**src/rtl/aes_round_seq.sv**
```systemverilog
// Iterative AES encryption round sequencer: owns the state register, round counter
// and key index; the round datapath and key store sit outside this block.
module aes_round_seq #(
  parameter int unsigned DW = 128,
  parameter int unsigned NR = 10,
  parameter int unsigned KW = 4
) (
  input  logic          clk,
  input  logic          rst_n,
  input  logic          clear,
  input  logic          in_valid,
  output logic          in_ready,
  input  logic [DW-1:0] in_data,
  output logic [KW-1:0] key_idx,
  input  logic [DW-1:0] key_data,
  output logic [DW-1:0] rnd_in,
  output logic          rnd_last,
  input  logic [DW-1:0] rnd_out,
  output logic          out_valid,
  input  logic          out_ready,
  output logic [DW-1:0] out_data,
  output logic          busy
);

  typedef enum logic [1:0] {IDLE, RUN, DONE} fsm_t;

  localparam logic [KW-1:0] NR_K = KW'(NR);

  fsm_t          fsm, fsm_nxt;
  logic [DW-1:0] st, st_nxt;
  logic [KW-1:0] rnd, rnd_nxt;

  always_ff @(posedge clk or negedge rst_n) begin
    if (!rst_n) begin
      fsm <= IDLE;
      st  <= '0;
      rnd <= '0;
    end else begin
      fsm <= fsm_nxt;
      st  <= st_nxt;
      rnd <= rnd_nxt;
    end
  end

  always_comb begin
    fsm_nxt = fsm;
    st_nxt  = st;
    rnd_nxt = rnd;
    // clear overrides every transition; the state register is left as is
    if (clear) begin
      fsm_nxt = IDLE;
      rnd_nxt = '0;
    end else begin
      unique case (fsm)
        IDLE: begin
          if (in_valid) begin
            st_nxt  = in_data ^ key_data;
            rnd_nxt = KW'(1);
            fsm_nxt = RUN;
          end
        end
        RUN: begin
          st_nxt = rnd_out;
          if (rnd < NR_K) rnd_nxt = rnd + 1'b1;
          else            fsm_nxt = DONE;
        end
        DONE: begin
          if (out_ready) begin
            fsm_nxt = IDLE;
            rnd_nxt = '0;
          end
        end
        default: fsm_nxt = IDLE;
      endcase
    end
  end

  assign in_ready  = (fsm == IDLE);
  assign key_idx   = (fsm == RUN) ? rnd : '0;
  assign rnd_in    = st;
  assign rnd_last  = (fsm == RUN) && (rnd == NR_K);
  assign out_valid = (fsm == DONE);
  assign out_data  = st;
  assign busy      = (fsm != IDLE);

endmodule

```
**config.mk**
```make
export PLATFORM = sky130hd
export DESIGN_NAME = aes_round_seq
export DESIGN_NICKNAME = d
export VERILOG_FILES = /design/src/rtl/aes_round_seq.sv
export SDC_FILE = /design/constraint.sdc
export NUM_CORES = 1
export LEC_CHECK = 0
export BUFFER_PORTS_ARGS = -buffer_cell sky130_fd_sc_hd__buf_2
export CORE_AREA = 5 5 254 256
export DETAILED_ROUTE_END_ITERATION = 12
export DIE_AREA = 0 0 259 261
export SYNTH_ARGS = -nofsm -noshare
export SYNTH_HDL_FRONTEND = slang
export SYNTH_SLANG_ARGS = --single-unit
```
**constraint.sdc**
```tcl
create_clock -name clk -period 4.1 [get_ports clk]
set_clock_uncertainty 0.2 [all_clocks]
set_input_delay 0.82 -clock clk [delete_from_list [all_inputs] [get_ports clk]]
set_output_delay 0.82 -clock clk [all_outputs]
set_load 0.03 [all_outputs]
```
After elaboration in Yosys (flattened, before gate mapping) --
Index checks and enable logic that the tools add are counted.
Cells by class: $lt $le $gt $ge 1, $add $sub $neg 1, reductions and logical operators 8, mux-type cells 13, multipliers 0, div/mod/pow operators 0, shift-type cells 0, equality and inequality tests 8, bitwise gates (word level) 2
Operator list (count):
- $pmux W128 S2 | 1
- $mux W128 | 1
- $xor A128 B128 Y128 | 1
- $mux W4 | 5
- $pmux W4 S3 | 1
- $ne A3 B3 Y1 const B | 3
- $mux W2 | 4
- $pmux W2 S3 | 1
- $reduce_and A3 Y1 | 2
- $add A4 B1 Y4 const B | 1
- $eq A4 B4 Y1 const B | 1
- $lt A4 B4 Y1 const B | 1
- $reduce_and A4 Y1 | 1
- $reduce_bool A2 Y1 | 2
- $reduce_bool A4 Y1 | 1
- $ne A3 B2 Y1 const B | 1
- $eq A2 B1 Y1 const B | 1
- $eq A2 B2 Y1 const B | 1
- $logic_not A2 Y1 | 1
- $ne A2 B2 Y1 const B | 1
- $logic_and A1 B1 Y1 | 1
- $not A1 Y1 | 1
Storage, ports and cells: bits of input ports 389, register bits after elaboration 134, output and inout bits 264, bits in latches 0, memories kept 0, bits in read-only memories 0, RAM bits 0, word-level logic and storage cells 36

Longest topological paths before layout --
Gate-level depths: netlist of the first run.
word-level depth 4, mapped depth 10

Least setup slack after synthesis of the first run --
Ideal clock, no wire load.
path kind reg-to-output, from register fsm[1], to output port rnd_last, cell stages (with the launch flop) 7, arrival time 1817 ps, slack 1263 ps, cell sequence dfrtp_1 inv_1 ha_1 buf_2 buf_1 and2_1 and3b_1
Between the ends: longest elaborated chain between the ends 2
RTL lines:
- from (decl) | RTL line 29 | fsm_t fsm, fsm_nxt;
- from (signal assigned) | RTL line 39 | fsm <= fsm_nxt;
- $eq A2 B1 Y1 | RTL line 81 | assign rnd_last = (fsm == RUN) && (rnd == NR_K);
- $logic_and A1 B1 Y1 | RTL line 81
- to (decl) | RTL line 17 | output logic rnd_last,
Every way passes these cells.

Final worst setup path of the first run --
from register fsm[1], to output port key_idx[2]
Between the ends: longest elaborated chain between the ends 2
RTL lines:
- $eq A2 B1 Y1 | RTL line 79 | assign key_idx = (fsm == RUN) ? rnd : '0;
- $mux W4 | RTL line 79
- to (decl) | RTL line 14 | output logic [KW-1:0] key_idx,
Every way passes these cells.

==> reports/results.tsv, run 1 <==
metric	value	unit
setup bufs post-CTS	0	
Final WS setup	1.048	ns
Syn Inst Count	1009	
Tcrit/Tclk final	74.45	%
worst path cell trace	inv_1 > ha_4 > buf_12 > and2_1 > buf_2	
DR vias	8296	
Max Clock Freq	327.6	MHz
crit path capture type	primary output	
worst slack, placed	1.469	ns
GR Util All Layers	9.760	%
grt total ovfl	0	
Placer Congestion	0.8303	
CTS Buf Count	17	
share of cells above drive strength 1	45.89	%
Worst Setup Start Kind	flop	
worst hold path class	in2async	
Synth warnings	0	
Root Driver	clkbuf_16	
Worst-Skew Late Latency	0.46	ns
nets	1902	
total power	7674	uW
CTS Hold Bufs	0	
most common cell after layout, fill and taps aside	buf_2	
Die Span X	259	um
dpl hpwl	29.26	mm
fin cells	2366	
post-route cell area	12190	sq um
Max Buffers Root-to-Sink	2	
CP Data Arrival Time	2.03	ns
RSZ-0062 raised after global routing	no	
flops & latches, synth	134	
first-pass GRT wire length	49.13	mm
Slew @ Worst Pin	0.6746	ns
cell area after synthesis	8293	sq um
drt drc	0	
cell area power density	629.3	nW/um^2
Critical Path Slowest Stage Cell	dfrtp_1	
core area	62270	sq um
final setup vio count	0	
CTS resizes	0	
CP max stage delay	0.39	ns
drt total wl	34.88	mm
commonest non-fill, non-tap cells in the layout	buf_2, dfrtp_1, nor2_1	
Synth cell types	30	
sequential cell area fraction in the yosys report	40.43	%
placed inst area	11570	sq um
Fin. Hold Viols	0	
max_slew headroom	55.02	%
worst-path fanout max	136	
Routed Antenna Nets	0	
clock slew at reported path FFs	0.06	ns
TritonCTS clock tree	done	
H-tree depth	4	
Pleak	0.006155	uW
Synth Area per Inst	8.219	sq um
initial antenna violation count	10	
status	complete, no violations	
synthesis-to-finish area growth	47.04	%
largest net degree at the start of global routing	137	
fin. max-slew vios	0	
Vias/cell	3.506	
placed insts	2334	
Initial Util	13.32	%
WS Path Type	reg2out	
fin crit period	3.052	ns
Rows	92	
I/O pin cnt	653	
port bufs	652	
Avg WL per Cell	14.74	um
1st-iter DRT viols	261	
final setup TNS	0	ns
total iterations of the first detailed-routing run	4	
Die ar.	67600	sq um
Syn Nets	1404	
WP data required	3.08	ns
vias in the first global route	8156	
max cap viols	0	
Max VDD drop	0.0002687	V
Die Ht	261	um
CTS Sinks	134	
[routing by layer]
layer / GRT usage, % / vias up / wire (um)
li1: - / 4172 / -
met2: 17.30 / 437 / 17490
met3: 2.931 / 58 / 2644
met4: 3.925 / 0 / 1088
met5: 0 / - / 0
met1: 11.00 / 3629 / 13670
[worst paths after layout]
| kind | startpoint | endpoint | slack, ns | cells after the start |
|---|---|---|---|---|
| worst min register to register | out_data[90] | out_data[90] | 0.30 | 2 |
| worst max register to register | fsm[0] | out_data[110] | 1.53 | 6 |
| max in group asynchronous | rst_n | out_data[120] | 2.77 | 2 |
| worst min-delay path | rst_n | out_data[70] | 0.13 | 1 |
| worst max-delay path | fsm[1] | key_idx[2] | 1.05 | 5 |
| min in group clk | out_data[90] | out_data[90] | 0.30 | 2 |
[through the flow]
step	hold slack [ns]	utilization [%]
2_1_floorplan	0.3151	-
3_3_place_gp	0.2799	18.58
3_5_place_dp	0.2943	18.58
4_1_cts	0.1057	19.58
5_1_grt	0.1540	19.58
6_report	0.1329	19.58
[registers in the layout, summed over array words and instances (netlist names)]
name	count
out_data	128
rnd	4
fsm	2
[power breakdown]
group	switching (uW)	internal (uW)
Sequential	400	1740
Combinational	2770	1090
Clock	639	1030
Total	3810	3860
[Yosys cell counts (all sizes together)]
library cell    n  area [sq um]
nand4b          1         8.760
a211oi          1         7.510
o21bai          1         7.510
xnor2         128          1121
or2             1         8.760
nor2          133         499.2
nand2b          1         6.260
o21ai         135         675.7
mux2i           3         30.03
nor3            2         10.01
o21ba           1         10.01
nand3           2         10.01
a21oi         132         660.6
nand2         128         480.5
nor2b           1         6.260
buf           150          1109
a221oi          1         8.760
inv             6         22.52
o21a            1         7.510
and2            3         18.77
a41oi           1         8.760
o211ai          1         7.510
dfrtp         134          3353
ha              6         75.07
clkbuf         35         131.4
and3b           1         8.760
[cell families after synthesis]
group	after synthesis	share of synthesized area, %
buf+inv	191	15.22
flops	134	40.43
fa+ha+maj	6	0.9052
compound gates	274	16.81
mux	3	0.3621
simple gates	273	12.75
xor+xnor	128	13.52
[worst max-delay path: cells and delay by family (launching register included)]
kind / cells / cell delay (ns)
and+or+nand+nor: 1 / 0.21
DFF: 1 / 0.39
adders and majority gates: 1 / 0.21
buffers and inverters: 3 / 0.65
[cell type report]
class                      instances  area [sq um]
antenna                            1         2.502
clock buffer                      19         442.9
clock inverter                    12         177.7
fill                            7061         50080
inverter                           6         22.52
multi-input combinational        684          3690
sequential                       134          3353
tap                              846          1059
timing repair buffer             664          3447
Note: power is estimated with default switching activity, not from simulation.
==> inputs of run 2 (changes only) <==
ABC_AREA = 1   (was unset)
CORE_AREA = 5 5 251 253   (was 5 5 254 256)
DIE_AREA = 0 0 256 258   (was 0 0 259 261)
clock period = 3 ns   (was 4.1 ns; I/O delays follow)
==> reports/results.tsv, run 2 <==
metric	value	unit	change
Avg WL per Cell	14.95	um	+1.4%
Synth Area per Inst	8.202	sq um	-0.21%
list of most frequent post-synthesis cells	o21ai_1, nand2_1, dfrtp_1, buf_4, nor2_1		
total power	14310	uW	+86%
Max Buffers Root-to-Sink	2		unchanged
Vias/cell	3.684		+5.1%
FF/Latch Area	3353	sq um	unchanged
I/O pin cnt	653		unchanged
Slew @ Worst Pin	0.7114	ns	+0.03678 ns
Worst-Skew Late Latency	0.46	ns	about the same
status	complete, no violations		
final setup vio count	0		unchanged
setup bufs post-CTS	0		unchanged
cell area after synthesis	8439	sq um	+1.8%
CTS resizes	0		unchanged
first-pass GRT wire length	51.37	mm	+4.6%
crit path capture type	primary output		
NetSw	8131	uW	+110%
drt total wl	34.88	mm	about the same
Syn Inst Count	1029		+2.0%
total iterations of the first detailed-routing run	7		+3
final core utilization	19.99	%	+0.41 points
Seq pwr share	25.3	%	-2.6 points
cell area power density	1177	nW/um^2	+87%
final setup TNS	0	ns	unchanged
worst-path fanout max	9		-93%
flops & latches, synth	134		unchanged
Synth cell types	26		-13%
WP data required	2.20	ns	-0.88 ns
Synth warnings	0		unchanged
Comb pwr share	60.6	%	+10 points
multi-input gate area in the final layout	3732	sq um	+1.2%
area leader, netlist	dfrtp_1		
top_reg_cell synth	dfrtp_1		
Syn Nets	1424		+1.4%
Clk pwr share	14.1	%	-7.6 points
fin crit period	2.865	ns	
placed insts	2299		-1.5%
most common cell after layout, fill and taps aside	buf_2		
DR vias	8592		+3.6%
Routed Antenna Nets	0		unchanged
grt total ovfl	0		unchanged
sequential cell area fraction in the yosys report	39.73	%	-0.70 points
number of synthesized flops with an enable pin	0		unchanged
Diodes inserted	0		-1
Fin. Hold Viols	0		unchanged
Die Span X	256	um	-1.2%
worst hold path class	in2reg		
Initial Util	13.88	%	+0.56 points
max_slew headroom	52.57	%	-2.5 points
WS Path Type	reg2out		
Max Clock Freq	349.0	MHz	
drt drc	0		unchanged
H-tree depth	4		unchanged
commonest non-fill, non-tap cells in the layout	buf_2, o21ai_1, nand2_1		
Placer Congestion	0.8604		+3.6%
Die Ht	258	um	-1.1%
fill cell count	6884		-2.5%
vias in the first global route	8493		+4.1%
count leader, synth	o21ai_1		
nets	1924		+1.2%
CTS Buf Count	17		unchanged
clock slew at reported path FFs	0.07	ns	about the same
1st-iter DRT viols	531		+100%
top cell type's share of synthesized area	39.73	%	-0.70 points
initial antenna violation count	1		-9
Pleak	0.006346	uW	+3.1%
async set-reset flop share out of synthesis	100.0	%	unchanged
Root Driver	clkbuf_16		
core area	60800	sq um	-2.4%
top cells by area, synth	dfrtp_1, xor2_1, o21ai_1		
max cap viols	0		unchanged
largest net degree at the start of global routing	131		-4.4%
Fin Hold WS	0.1969	ns	+0.06403 ns
port bufs	652		unchanged
dpl hpwl	27.85	mm	-4.8%
CP Data Arrival Time	2.07	ns	+0.04 ns
GR Util All Layers	10.08	%	+0.32 points
max FFs per register	128		unchanged
CTS Sinks	134		unchanged
fin. max-slew vios	0		unchanged
synthesis-to-finish area growth	44.05	%	
TritonCTS clock tree	done		
share of cells above drive strength 1	46.56	%	+0.68 points
RSZ-0062 raised after global routing	no		
fin cells	2332		-1.4%
Rows	91		-1.1%
Worst Setup Start Kind	flop		
internal cell power	6175	uW	+60%
switching share of power	56.84	%	+7.2 points
Max VDD drop	0.0006432	V	+140%
Die ar.	66050	sq um	-2.3%
Tcrit/Tclk final	95.52	%	
-- run 2: worst max-delay path: stages (launching register included) --
cell     delay, ns
dfrtp_1       0.39
inv_1         0.13
ha_4          0.23
nand2_1       0.09
nor3b_1       0.45
buf_2         0.30
-- run 2: layout make-up --
cell class                      count  share of cell area [%]
Inverter                           17                  0.5661
Sequential cell                   134                   27.58
Multi-Input combinational cell    693                   30.70
Timing Repair Buffer              666                   28.40
Clock buffer                       20                   3.839
Tap cell                          790                   8.131
Clock inverter                     12                  0.7822
-- run 2: logic make-up after synthesis --
logic type	count (synthesis)	synth area share, %
buf+inv	202	16.28
xor+xnor	128	13.28
simple gates	296	13.73
compound gates	263	16.09
flops	134	39.73
fa+ha+maj	6	0.8895
-- run 2: timing repair --
| action | CTS | global route |
|---|---|---|
| hold endpoints to repair | 48 | 0 |
| hold buffers | 1 | 0 |
| setup endpoints to repair | 0 | 0 |
-- run 2: metrics by stage --
stage                     setup slack, ns  area, sq um
final                              0.1345        12160
after global routing             0.005043        12160
after CTS                         0.01960        12160
after detailed placement           0.5859        11580
after global placement             0.6218        11580
after floorplan                    0.2789         8439
-- run 2: power groups by stage --
stage                     Clock, uW  Combinational (uW)  Sequential [uW]
final                          2020                8670             3620
after global routing           2210                9290             3760
after CTS                      2170                8750             3630
after detailed placement          0                8750             3630
after global placement            0                8680             3630
after floorplan                   0                5490             5000
-- run 2: worst paths after layout --
| kind | start | endpoint | slack (ns) | cells after the start |
|---|---|---|---|---|
| min reg2reg | out_data[48] | out_data[48] | 0.30 | 2 |
| min in group asynchronous | rst_n | out_data[26] | 0.50 | 2 |
| min | rnd_out[107] | out_data[107] | 0.20 | 3 |
| max | fsm[1] | rnd_last | 0.13 | 5 |
| max reg2reg | fsm[0] | out_data[65] | 0.68 | 9 |
| max in group asynchronous | rst_n | out_data[62] | 1.49 | 3 |
-- run 2: per-layer routing --
metal	wire, um	track usage [%]
met1	14340	12.31
met2	17000	16.31
met3	2646	3.275
met4	891	4.393
met5	0	0
